==> src/rtl/ccg_truth_sweep.sv <==
// Exhaustive truth-table sweeper: drives stim 0..2^NUM_IN-1 into a CUT and folds resp into a MISR signature.
// Define CCG_ONES_COUNT_EN to build the per-output ones counters and the o_ones_cnt port.
module ccg_truth_sweep #(
    parameter int                NUM_IN    = 7,
    parameter int                NUM_OUT   = 7,
    parameter int                MISR_W    = 16,
    parameter logic [MISR_W-1:0] MISR_POLY = 16'h002D,
    parameter logic [MISR_W-1:0] MISR_SEED = '0
) (
    input  logic               i_clk,
    input  logic               i_rst,
    input  logic               i_start,
    input  logic               i_abort,
    output logic [NUM_IN-1:0]  o_stim,
    input  logic [NUM_OUT-1:0] i_resp,
    output logic               o_busy,
    output logic               o_done,
    output logic [MISR_W-1:0]  o_signature
`ifdef CCG_ONES_COUNT_EN
    ,
    output logic [NUM_OUT*(NUM_IN+1)-1:0] o_ones_cnt
`endif
);

    localparam logic [1:0] S_IDLE  = 2'd0;
    localparam logic [1:0] S_SWEEP = 2'd1;
    localparam logic [1:0] S_DONE  = 2'd2;

    localparam logic [NUM_IN-1:0] STIM_LAST = '1;

    logic [1:0]        r_state;
    logic [NUM_IN-1:0] r_stim;
    logic [MISR_W-1:0] r_sig;

    logic              w_accept;
    logic              w_sample;
    logic [MISR_W-1:0] w_sig_next;

    assign w_accept = (r_state == S_IDLE) && i_start;
    // abort beats the final vector, so a cancelled cycle never samples resp.
    assign w_sample = (r_state == S_SWEEP) && !i_abort;

    assign w_sig_next = {r_sig[MISR_W-2:0], 1'b0}
                      ^ (r_sig[MISR_W-1] ? MISR_POLY : '0)
                      ^ MISR_W'(i_resp);

    // NOTE: sequential state uses non-blocking assignments so every register sees pre-edge values.
    always_ff @(posedge i_clk) begin
        if (i_rst) begin
            r_state <= S_IDLE;
            r_stim  <= '0;
            r_sig   <= MISR_SEED;
        end else begin
            case (r_state)
                S_IDLE: begin
                    if (i_start) begin
                        r_state <= S_SWEEP;
                        r_stim  <= '0;
                        r_sig   <= MISR_SEED;
                    end
                end
                S_SWEEP: begin
                    if (i_abort) begin
                        r_state <= S_IDLE;
                    end else begin
                        r_sig <= w_sig_next;
                        if (r_stim == STIM_LAST) begin
                            r_state <= S_DONE;
                        end else begin
                            r_stim <= r_stim + 1'b1;
                        end
                    end
                end
                S_DONE:  r_state <= S_IDLE;
                default: r_state <= S_IDLE;
            endcase
        end
    end

`ifdef CCG_ONES_COUNT_EN
    localparam int CNT_W = NUM_IN + 1;

    logic [NUM_OUT*CNT_W-1:0] r_ones_cnt;

    always_ff @(posedge i_clk) begin
        if (i_rst || w_accept) begin
            r_ones_cnt <= '0;
        end else if (w_sample) begin
            for (int k = 0; k < NUM_OUT; k++) begin
                r_ones_cnt[k*CNT_W +: CNT_W] <= r_ones_cnt[k*CNT_W +: CNT_W] + CNT_W'(i_resp[k]);
            end
        end
    end

    assign o_ones_cnt = r_ones_cnt;
`endif

    assign o_stim      = r_stim;
    assign o_signature = r_sig;
    assign o_busy      = (r_state == S_SWEEP);
    assign o_done      = (r_state == S_DONE);

endmodule

==> config.mk <==
export PLATFORM = sky130hd
export DESIGN_NAME = ccg_truth_sweep
export DESIGN_NICKNAME = d
export VERILOG_FILES = /design/src/rtl/ccg_truth_sweep.sv
export SDC_FILE = /design/constraint.sdc
export NUM_CORES = 1
export LEC_CHECK = 0
export BUFFER_PORTS_ARGS = -buffer_cell sky130_fd_sc_hd__buf_2
export CAP_MARGIN = 10
export CORE_ASPECT_RATIO = 1.2
export CORE_MARGIN = 10
export CORE_UTILIZATION = 52
export DETAILED_ROUTE_END_ITERATION = 6
export PLACE_DENSITY_LB_ADDON = 0.05
export SLEW_MARGIN = 20
export SYNTH_ARGS = -nofsm -noshare
export SYNTH_HDL_FRONTEND = slang
export SYNTH_SLANG_ARGS = --single-unit
==> constraint.sdc <==
create_clock -name i_clk -period 3.1 [get_ports i_clk]
set_input_delay 0 -clock i_clk [delete_from_list [all_inputs] [get_ports i_clk]]
set_output_delay 0 -clock i_clk [all_outputs]
set_load 0.01 [all_outputs]
[Word level (Yosys, flattened, before mapping)]
Cells that the tools add are included.
W data, S select, Z words.
Word-level totals
  flip-flop bits (word level): 25
  input bits: 11
  output and inout bits: 25
Cells by class
  add/subtract/negate cells: 1
  eq/ne operators: 7
  muxes and demuxes: 12
  bitwise operators: 2
  reductions and logical operators: 5
Operator list (number)
  $mux W16: 2
  $pmux W16 S2: 1
  $mux W7: 3
  $xor A16 B6 Y16: 1
  $xor A16 B7 Y16: 1
  $pmux W7 S2: 1
  $add A7 B1 Y7 const B: 1
  $eq A7 B7 Y1 const B: 1
  $mux W2: 3
  $mux W6: 1
  $ne A2 B2 Y1 const B: 3
  $pmux W2 S2: 1
  $reduce_and A4 Y1: 1
  $ne A3 B2 Y1 const B: 1
  $reduce_and A3 Y1: 1
  $eq A2 B1 Y1 const B: 1
  $eq A2 B2 Y1 const B: 1
  $logic_not A2 Y1: 1
  $reduce_and A2 Y1: 1
  $reduce_bool A2 Y1: 1

[Logic depth before layout (Yosys ltp)]
Gate-level depths: netlist (run 1).
  word-level depth: 5
  mapped depth: 6
  mapped depth without buffers: 5

[Worst setup path before layout (run 1)]
OpenSTA, ideal clock, no wires.
  path type: register to register
  start point: register r_stim[0], in the netlist o_stim[0]
  end point: register r_stim[2], in the netlist o_stim[2]
  data arrival time: 1.411 ns
  data required time: 2.961 ns
  slack: 1.550 ns
  cell stages (with the launch flop): 7
  cell sequence: dfxtp_1 ha_1 nand3_1 nor2_1 clkbuf_1 o311ai_0 o41ai_2
Between the ends
  cells in the longest elaborated chain, start to end: 4
  elaborated cells between the ends (all ways): 7
  those cells by class: 1 x add/sub; 2 x eq/ne; 3 x mux; 1 x reduce/logical
Ends and longest elaborated chain
  from (decl): line 32  | logic [NUM_IN-1:0] r_stim;
  from (signal assigned): line 70  | r_stim <= r_stim + 1'b1;
  $add A7 B1 Y7: line 70
  $mux W7: line 67  | if (r_stim == STIM_LAST) begin
  $mux W7: line 63  | if (i_abort) begin
  $pmux W7 S2: line 54  | case (r_state)
Parallel ways exist; a longest one is shown, timed or not. The select of a mux whose other input is x is not followed.
A chain may end at the register's enable or synchronous reset.

[Worst setup path after layout (run 1)]
  start point: register r_state[0]
  end point: register r_stim[4], in the netlist o_stim[4]
Between the ends
  cells in the longest elaborated chain, start to end: 3
  elaborated cells between the ends (all ways): 8
  those cells by class: 4 x eq/ne; 1 x mux; 3 x reduce/logical
Ends and longest elaborated chain
  from (decl): line 31  | logic [1:0] r_state;
  from (signal assigned): line 50  | r_state <= S_IDLE;
  from (signal assigned): line 57  | r_state <= S_SWEEP;
  from (signal assigned): line 64  | r_state <= S_IDLE;
  $eq A2 B1 Y1 or $logic_not A2 Y1 (tied branches): line 54
  $ne A2 B2 Y1 (no line) or $reduce_bool A2 Y1 (tied branches)
  $reduce_and A4 Y1 (no line)
Parallel ways exist; a longest one is shown, timed or not.

==> results of run 1 <==
==> cell families (layout without fill, tap and decap cells) <==
logic type	after synthesis	count (layout)	synth area share, %
simple gates	46	46	20.4
buf+inv	11	46	4.04
xor+xnor	10	10	7.86
compound gates	34	34	21.7
flops	25	25	44.9
fa+ha+maj	1	1	1.12
==> path summary, 6_finish.rpt <==
kind                                from                           to  depth (start not counted)
min reg2reg  o_signature[2]$_SDFFE_PP0P_  o_signature[2]$_SDFFE_PP0P_                          2
max reg2reg      r_state[0]$_SDFFE_PP0P_       o_stim[4]$_SDFFE_PP0P_                          4
max              r_state[0]$_SDFFE_PP0P_       o_stim[4]$_SDFFE_PP0P_                          4
min                            i_resp[6]  o_signature[6]$_SDFFE_PP0P_                          4
==> placed cells by master (no fill, tap or decap) <==
master,n
a21o_1,1
a21oi_1,11
a22oi_1,9
a31oi_1,1
a41oi_1,1
and3_1,2
buf_2,35
clkbuf_4,3
clkinvlp_4,1
dfxtp_1,25
dlygate4sd3_1,4
ha_1,1
inv_1,2
inv_2,1
nand2_1,8
nand2b_1,3
nand3_1,8
nand4_1,3
nand4b_1,1
nor2_1,15
nor2_2,1
nor2b_1,1
nor3_1,1
nor4_1,1
o21ai_0,3
o21ai_1,1
o311ai_0,2
o311ai_1,2
o41ai_1,1
o41ai_2,2
or3_4,1
or4_1,1
xnor2_1,6
xor2_1,4
==> layout make-up <==
cell class              instances  area, um2
clock buffers                   3       22.5
repair buffers                 39        215
clock inverters                 1       7.51
flip-flops and latches         25        500
fillers                       172        686
inverters                       3       11.3
multi-input cells              91        569
well taps                      30       37.5
==> routing by layer <==
metal	share of wire [%]	vias up
li1	-	528
met1	44	520
met2	51	26
met3	4.9	2
met4	0.44	0
met5	0	-
==> per-stage QoR <==
step / cells / setup WS [ns]
global placement: 184 / 1.42
finish: 192 / 1.31
CTS: 192 / 1.32
floorplan: 127 / 1.55
global route: 192 / 1.21
detailed placement: 184 / 1.36
==> power by group through the flow <==
stage	clock network (mW)	logic [mW]	registers, mW
floorplan	0	0.0404	0.338
global placement	0	0.0587	0.337
detailed placement	0	0.0599	0.337
CTS	0.156	0.0641	0.330
global route	0.168	0.0708	0.331
finish	0.152	0.0638	0.330
==> state kept, by name, indices dropped and copies added, names as in the netlist <==
name         count
o_signature     16
o_stim           7
r_state          2
==> synth_stat cells (3+ instances only) <==
library cell  number
dfxtp_1           25
nor2_1            15
a21oi_1           11
a22oi_1            9
nand2_1            8
nand3_1            8
xnor2_1            6
clkbuf_1           5
xor2_1             4
nand2b_1           3
nand4_1            3
o21ai_0            3
==> worst max-delay path, cell delays in order (launching register included) <==
cell	delay, ns
dfxtp_1	0.36
nand2b_1	0.18
a21o_1	0.43
or3_4	0.51
o41ai_2	0.21
==> flow_metrics.py, run 1 <==
metrics = {
    "global_route": {
        "grt_pass1_wl_mm": 4.69,
        "grtUsageMet3_pct": 3.94,
        "use_met1_pct": 13.6,
        "top_usage_layer": "met2",
        "antenna_found_initial": 0,
        "met2_usage_pct": 22.1,
        "first_global_vias": 1078,
        "grt_util_all_layers_pct": 12.5,
        "grt_start_max_net_pins": 27,
        "gr-total-overflow": 0,
    },
    "final_layout": {
        "syn2layout_area_growth_pct": 22.3,
        "finalNetCount": 175,
        "utilization_pct": 66.5,
        "diodes": 0,
        "drive_above_1_share_pct": 27.2,
        "fin_area_um2": 1360,
    },
    "power_and_ir_drop": {
        "seq_power_share_pct": 60.5,
        "p_sw_share_pct": 26.9,
        "clkPwrFrac_pct": 27.8,
        "p_switching_uw": 146,
        "total_power_uw": 545,
        "combPwrFrac_pct": 11.7,
        "power_per_cell_area_nw_per_um2": 400,
        "power_leakage_nw": 0.589,
        "internal_power_uw": 399,
        "max-vdd-ir-drop_mv": 0.273,
    },
    "clock_tree": {
        "h-tree-depth": 1,
        "cts_num_sinks": 25,
        "clockRootBuffer": "clkbuf_4",
        "post-cts-setup-buffers": 0,
        "hold_buffers": 4,
        "clock_path_buffers": 2,
        "ctsResizeCount": 0,
        "cts_made_buffers": 3,
        "cts_tree": "built",
        "clk_pin_slew_worst_paths_ns": 0.14,
        "worstSkewPairLatency_ns": 0.32,
    },
    "yosys": {
        "synth_edf_count": 0,
        "async_flop_share_pct": 0,
        "ys_seq_elements": 25,
        "netlist-cell-type-count": 33,
        "yosys-top-cells-area": "dfxtp_1 (45%), a22oi_1 (6.1%), nor2_1 (5.1%)",
        "synth_top_cell_by_area": "dfxtp_1",
        "ys_seq_area_share_pct": 44.9,
        "ys.flop_type": "dfxtp_1",
        "synth.avg_cell_area_um2": 8.78,
        "synth.yosys.warnings": 0,
        "synthCells": 127,
        "synth_top_area_share_pct": 44.9,
        "syn_area_um2": 1110,
        "syn_nets": 139,
    },
    "detailed_routing": {
        "first_pass_iters": 4,
        "wl_mm": 2.74,
        "drtIter0Drc": 34,
        "vias_per_cell": 5.60,
        "vias": 1076,
        "drc_errors": 0,
        "wire_per_inst_um": 14.2,
        "final_antenna_net_count": 0,
    },
    "sta": {
        "maxSlewHeadroom_pct": 48.9,
        "finClkSkew_ns": 0.00477,
        "finalHoldViolations": 0,
        "post-route-period-util_pct": 57.8,
        "period_needed_ns": 1.79,
        "worst_pin_slew_ns": 0.767,
        "tns_ns": 0,
        "setup_violations": 0,
        "timing.hold.ws_ns": 0.0123,
        "finalMaxSlewViolations": 0,
        "max_freq_mhz": 558,
        "rsz0062_at_grt": "false",
    },
    "placement": {
        "port_buffers": 35,
        "place_hpwl_mm": 1.98,
        "dpl_cell_area_um2": 1290,
        "routabilityCongestion": 0.841,
    },
    "critical_path": {
        "crit_path_start_kind": "flip-flop",
        "arrival_ns": 2.03,
        "end_kind": "flip-flop",
        "critical_path_class": "reg -> reg",
        "path_max_fanout": 26,
        "r2r_setup_slack_ns": 1.31,
        "worst_ep_required_time_ns": 3.33,
    },
    "floorplan": {
        "dieArea_um2": 4400,
        "start_util_pct": 54.4,
        "die_h_um": 70.7,
        "coreArea_um2": 2050,
        "die_x_um": 62.3,
        "num_io_pins": 36,
        "row_count": 18,
    },
    "flow_run": {
        "drv_cap": 0,
    },
    "hold_path": {
        "hold_class": "in -> reg",
    },
    "status": {
        "outcome": "complete, no violations",
    },
}
Power figures use the tool's default switching activity.
==> run 2: changes to the inputs <==
--- a/config.mk
+++ b/config.mk
@@ -9,7 +9,7 @@
 export CAP_MARGIN = 10
 export CORE_ASPECT_RATIO = 1.2
 export CORE_MARGIN = 10
-export CORE_UTILIZATION = 52
+export CORE_UTILIZATION = 49
 export DETAILED_ROUTE_END_ITERATION = 6
 export PLACE_DENSITY_LB_ADDON = 0.05
 export SLEW_MARGIN = 20
==> constraint.sdc (replaced) <==
create_clock -name i_clk -period 1.82 [get_ports i_clk]
set_input_delay 0 -clock i_clk [delete_from_list [all_inputs] [get_ports i_clk]]
set_output_delay 0 -clock i_clk [all_outputs]
set_load 0.01 [all_outputs]
==> run 2 against run 1 <==
  * The run now ends with hold timing left
  * Highest routed layer unchanged
  * Final area increased by 0.64%
  * Register-to-register slack got worse by 1.1 ns
  * Via count decreased by 1.2%
  * Worst hold slack got worse by 0.013 ns
  * Power increased by 69%
  * Cell count increased by 1.0%
  * Non-clock buffer count increased by 2
  * Worst setup slack got worse by 1.1 ns
  * Combinational power increased by 79%
==> flow_metrics.py, run 2 (synthesized netlist as in run 1, its figures left out) <==
metrics = {
    "critical_path": {
        "critPathMaxStageDelay_ns": 0.39,
        "rr_worst_depth": 6,
        "timing.critical_path.slowest_stage_cell": "o311ai_0",
        "end_kind": "flip-flop",
        "crit_chain": "ha_1 -> nand3_1 -> nor2_1 -> buf_4 -> o311ai_0 -> o41ai_2",
        "critical_path_class": "reg -> reg",
        "crit_buf_inv": 1,
        "crit_path_start_kind": "flip-flop",
        "worst_ep_required_time_ns": 2.02,
        "critical_path.top_delay_family": "compound AO/OA/AOI/OAI gates",
        "path_max_fanout": 11,
        "arrival_ns": 1.80,
        "cp.depth": 6,
    },
    "status": {
        "outcome": "finished with violations",
        "violations": "hold timing",
    },
    "sta": {
        "timing.hold.ws_ns": -0.000214,
        "post-route-period-util_pct": 88.2,
        "maxSlewHeadroom_pct": 67.5,
        "worst_pin_slew_ns": 0.487,
        "period_needed_ns": 1.61,
        "max_freq_mhz": 623,
        "finalMaxSlewViolations": 0,
        "setup_violations": 0,
        "finalWorstSetupSlack_ns": 0.215,
        "rsz0062_at_grt": "false",
        "finClkSkew_ns": 0.00147,
        "finalHoldViolations": 1,
        "tns_ns": 0,
    },
    "detailed_routing": {
        "dr_wl_met3_um": 187,
        "wire_per_inst_um": 14.7,
        "wl_met1_mm": 1.22,
        "wl_mm": 2.85,
        "wl_met2_mm": 1.42,
        "drc_errors": 0,
        "drtIter0Drc": 24,
        "vias_per_cell": 5.48,
        "first_pass_iters": 4,
        "dr.max_layer_used": "met4",
        "final_antenna_net_count": 0,
        "vias": 1063,
    },
    "final_layout": {
        "drive_above_1_share_pct": 28.0,
        "syn2layout_area_growth_pct": 23.1,
        "final_common_cell": "buf_2",
        "layout_common_cells": "buf_2 (35), dfxtp_1 (25), nor2_1 (15)",
        "diodes": 0,
        "utilization_pct": 64.8,
        "largest_reg_flops": 16,
        "finalNetCount": 177,
    },
    "clock_tree": {
        "clock_path_buffers": 2,
        "cts_tree": "built",
        "post-cts-setup-buffers": 0,
        "cts_num_sinks": 25,
        "ctsResizeCount": 0,
        "cts_made_buffers": 3,
        "clockRootBuffer": "clkbuf_4",
        "worstSkewPairLatency_ns": 0.31,
        "h-tree-depth": 1,
        "clk_pin_slew_worst_paths_ns": 0.13,
    },
    "power_and_ir_drop": {
        "power_leakage_nw": 0.601,
        "power_per_cell_area_nw_per_um2": 671,
        "max-vdd-ir-drop_mv": 0.460,
    },
    "placement": {
        "port_buffers": 35,
        "place_hpwl_mm": 2.01,
        "routabilityCongestion": 0.828,
        "place_ws_ns": 0.250,
    },
    "floorplan": {
        "num_io_pins": 36,
        "die_x_um": 63.5,
        "die_h_um": 72.3,
        "coreArea_um2": 2120,
        "start_util_pct": 52.7,
        "dieArea_um2": 4590,
        "row_count": 18,
    },
    "global_route": {
        "antenna_found_initial": 0,
        "grt_util_all_layers_pct": 12.0,
        "grt_pass1_wl_mm": 4.62,
        "first_global_vias": 1033,
        "grt_start_max_net_pins": 27,
        "gr-total-overflow": 0,
    },
    "hold_path": {
        "worstHoldPathCells": 4,
        "hold_class": "in -> reg",
    },
    "flow_run": {
        "drv_cap": 0,
    },
}
run 2: changes by cell type in the layout (fill, tap and decap cells not counted):
| cell | before | now |
|---|---|---|
| clkbuf_1 | 0 | 1 |
| clkinvlp_4 | 1 | 0 |
| buf_4 | 0 | 3 |
| dlygate4sd3_1 | 4 | 3 |
run 2: layout make-up:
type / count / area [um2]
inverter: 3 / 11.3
multi-input combinational: 91 / 569
tap: 30 / 37.5
sequential: 25 / 500
fill: 224 / 744
clock buffer: 4 / 26.3
timing repair buffer: 41 / 228
run 2: report_power, final:
group | leakage, nW | switching, mW | internal (mW)
registers | 0.202 | 0.00719 | 0.555
logic | 0.384 | 0.0696 | 0.0442
clock network | 0.0150 | 0.160 | 0.0855
run 2: worst reg2reg max path, cell delays in order, from the launching register on:
cell and delay, ns:
dfxtp_1 0.36, ha_1 0.25, nand3_1 0.13, nor2_1 0.06
buf_4 0.16, o311ai_0 0.39, o41ai_2 0.13
run 2: routing by layer:
| layer | up-vias | GRT usage (%) |
|---|---|---|
| met5 | - | 0 |
| met4 | 0 | 3.41 |
| met3 | 2 | 4.15 |
| met2 | 23 | 21.0 |
| met1 | 507 | 13.4 |
| li1 | 531 | - |
run 2: stage by stage:
step / cells / total power [mW] / area (um2) / hold WS (ns)
2_1_floorplan: 127 / 0.645 / 1110 / 0.0785
3_3_place_gp: 187 / 0.680 / 1320 / 0.215
6_report: 194 / 0.921 / 1370 / -0.000214
5_1_grt: 194 / 0.965 / 1370 / 0.000130
3_5_place_dp: 187 / 0.683 / 1320 / 0.215
4_1_cts: 194 / 0.930 / 1370 / 0.00298
run 2: repair_timing:
| action | in CTS | in global routing |
|---|---|---|
| hold buffers | 3 | 0 |
| hold endpoints to repair | 3 | 0 |
| setup endpoints to repair | 0 | 0 |
run 2: path summary, 6_finish.rpt:
check	end	start	slack [ns]
setup / recovery	o_stim[2]$_SDFFE_PP0P_	o_stim[0]$_SDFFE_PP0P_	0.21
hold / removal	o_signature[6]$_SDFFE_PP0P_	i_resp[6]	-0.0002
setup reg to reg	o_stim[2]$_SDFFE_PP0P_	o_stim[0]$_SDFFE_PP0P_	0.21
hold reg to reg	o_signature[2]$_SDFFE_PP0P_	o_signature[2]$_SDFFE_PP0P_	0.49
==> run 3: changes to the inputs <==
--- a/config.mk
+++ b/config.mk
@@ -5,12 +5,12 @@
 export SDC_FILE = /design/constraint.sdc
 export NUM_CORES = 1
 export LEC_CHECK = 0
-export BUFFER_PORTS_ARGS = -buffer_cell sky130_fd_sc_hd__buf_2
 export CAP_MARGIN = 10
 export CORE_ASPECT_RATIO = 1.2
 export CORE_MARGIN = 10
-export CORE_UTILIZATION = 49
+export CORE_UTILIZATION = 55
 export DETAILED_ROUTE_END_ITERATION = 6
+export DONT_BUFFER_PORTS = 1
 export PLACE_DENSITY_LB_ADDON = 0.05
 export SLEW_MARGIN = 20
 export SYNTH_ARGS = -nofsm -noshare
==> run 3 against run 2 <==
  * The run now ends clean
  * Worst hold slack gained 0.022 ns
  * Critical path depth is the same
  * Clock skew grew 0.0032 ns
  * Final area shrank 9.8%
  * Wire length shrank 6.6%
  * Clock power shrank 2%
  * Global-route usage grew 0.53 points
  * First-iteration DRC count grew 21%
  * Register-to-register slack lost 0.05 ns
  * Combinational power shrank 11%
  * Cell count shrank 21%
  * Sequential share of layout area grew 3.9 points
  * Critical path type unchanged
  * Critical endpoint is now o_stim[1]$_SDFFE_PP0P_
==> flow_metrics.py, run 3 (synthesized netlist as in run 1, its figures left out) <==
metrics = {
    "status": {
        "outcome": "complete, no violations",
    },
    "global_route": {
        "antenna_found_initial": 0,
        "met2_usage_pct": 19.1,
        "grt_pass1_wl_mm": 4.29,
        "first_global_vias": 908,
        "top_usage_layer": "met2",
        "grt_start_max_net_pins": 27,
        "grt_util_all_layers_pct": 12.5,
        "gr-total-overflow": 0,
        "use_met1_pct": 14.5,
        "grtUsageMet3_pct": 6.40,
    },
    "power_and_ir_drop": {
        "p_sw_share_pct": 25.0,
        "p_switching_uw": 227,
        "clkPwrFrac_pct": 26.3,
        "power_per_cell_area_nw_per_um2": 733,
        "total_power_uw": 908,
        "max-vdd-ir-drop_mv": 0.566,
        "combPwrFrac_pct": 11.3,
        "seq_power_share_pct": 62.4,
        "internal_power_uw": 681,
        "power_leakage_nw": 0.450,
    },
    "critical_path": {
        "arrival_ns": 1.81,
        "rr_worst_depth": 6,
        "reg2reg_to": "o_stim[1]$_SDFFE_PP0P_",
        "worst_ep_required_time_ns": 1.98,
        "end_kind": "flip-flop",
        "path_max_fanout": 6,
        "critical_path_class": "reg -> reg",
        "r2r_setup_slack_ns": 0.17,
        "r2r-start": "o_stim[0]$_SDFFE_PP0P_",
        "crit_path_start_kind": "flip-flop",
    },
    "flow_run": {
        "drv_cap": 0,
    },
    "floorplan": {
        "die_h_um": 69.3,
        "num_io_pins": 36,
        "die_x_um": 61.1,
        "dieArea_um2": 4240,
        "row_count": 17,
        "coreArea_um2": 1890,
        "start_util_pct": 58.9,
    },
    "hold_path": {
        "holdPathEnd": "o_signature[2]$_SDFFE_PP0P_",
        "hold_path.startpoint": "i_resp[2]",
        "hold_class": "in -> reg",
        "worstHoldPathCells": 4,
    },
    "sta": {
        "finClkSkew_ns": 0.00470,
        "tns_ns": 0,
        "rsz0062_at_grt": "false",
        "timing.hold.ws_ns": 0.0218,
        "period_needed_ns": 1.65,
        "post-route-period-util_pct": 90.7,
        "maxSlewHeadroom_pct": 35.7,
        "worst_pin_slew_ns": 0.961,
        "setup_violations": 0,
        "max_freq_mhz": 606,
        "finalMaxSlewViolations": 0,
        "finalHoldViolations": 0,
    },
    "final_layout": {
        "multi_input_area_um2": 569,
        "fillers": 166,
        "final_common_cell": "dfxtp_1",
        "fin_cells": 154,
        "regArea_um2": 500,
        "fin_area_um2": 1240,
        "layout_common_cells": "dfxtp_1 (25), nor2_1 (15), a21oi_1 (11)",
        "syn2layout_area_growth_pct": 11.1,
        "drive_above_1_share_pct": 9.63,
        "finalNetCount": 148,
        "largest_reg_flops": 16,
        "diodes": 0,
    },
    "detailed_routing": {
        "final_antenna_net_count": 0,
        "vias_per_cell": 6.26,
        "wl_mm": 2.66,
        "drc_errors": 0,
        "vias": 964,
        "drtIter0Drc": 29,
        "first_pass_iters": 4,
        "wire_per_inst_um": 17.3,
    },
    "placement": {
        "routabilityCongestion": 0.797,
        "place_hpwl_mm": 1.96,
        "dp_cells": 143,
        "dpl_cell_area_um2": 1140,
        "port_buffers": 0,
    },
    "clock_tree": {
        "clock_path_buffers": 2,
        "worstSkewPairLatency_ns": 0.31,
        "cts_made_buffers": 3,
        "cts_num_sinks": 25,
        "h-tree-depth": 1,
        "clockRootBuffer": "clkbuf_4",
        "post-cts-setup-buffers": 0,
        "clk_pin_slew_worst_paths_ns": 0.13,
        "cts_tree": "built",
    },
}
## run 3: changes by cell type in the layout (fill, tap and decap cells not counted)
cell,before,now
dlygate4sd3_1,3,7
buf_4,3,5
buf_2,35,0
## run 3: what timing repair did
item | CTS | global route
gates resized for setup | 0 | 0
hold endpoints to repair | 25 | 0
hold buffers | 7 | 0
## run 3: metal layers
layer / wire length, um / vias to the layer above
met5: 0 / -
met4: 25 / 0
met3: 307 / 4
met2: 1260 / 38
met1: 1070 / 449
li1: - / 473
## run 3: layout make-up
cell class,count,share of cell area [%]
inverter,3,0.909
clock buffer,4,2.12
tap,19,1.92
timing repair buffer,12,8.69
sequential,25,40.4
multi-input combinational,91,46.0
## run 3: stage by stage
step,setup WS [ns],utilization [%]
floorplan,0.270,-
finish,0.169,65.4
detailed placement,0.251,60.3
global route,0.0304,65.4
CTS,0.191,65.4
global placement,0.279,60.3
## run 3: worst max-delay path, cell delays in order, from the launching register on
cell and delay, ns:
dfxtp_1 0.46, ha_1 0.24, nand3_1 0.12, nor2_1 0.30, buf_4 0.20, nand4b_1 0.11, a21oi_1 0.07
## run 3: how the worst max path moves through the flow
| stage | from | to | slack [ns] | depth (start not counted) |
|---|---|---|---|---|
| 3_3_place_gp | o_stim[0]$_SDFFE_PP0P_ | o_stim[5]$_SDFFE_PP0P_ | 0.28 | 6 |
| 2_1_floorplan | o_stim[0]$_SDFFE_PP0P_ | o_stim[2]$_SDFFE_PP0P_ | 0.27 | 6 |
| 4_1_cts | o_stim[0]$_SDFFE_PP0P_ | o_stim[1]$_SDFFE_PP0P_ | 0.19 | 6 |
| 6_report | o_stim[0]$_SDFFE_PP0P_ | o_stim[1]$_SDFFE_PP0P_ | 0.17 | 6 |
| 3_5_place_dp | o_stim[0]$_SDFFE_PP0P_ | o_stim[5]$_SDFFE_PP0P_ | 0.25 | 6 |
| 5_1_grt | o_stim[1]$_SDFFE_PP0P_ | o_stim[1]$_SDFFE_PP0P_ | 0.03 | 6 |
## run 3: power by group through the flow
| stage | combinational (mW) | sequential [mW] | clock (mW) |
|---|---|---|---|
| final | 0.102 | 0.567 | 0.239 |
| after floorplan | 0.0688 | 0.576 | 0 |
| after detailed placement | 0.0803 | 0.579 | 0 |
| after CTS | 0.102 | 0.567 | 0.254 |
| after global placement | 0.0793 | 0.579 | 0 |
| after global routing | 0.115 | 0.568 | 0.272 |
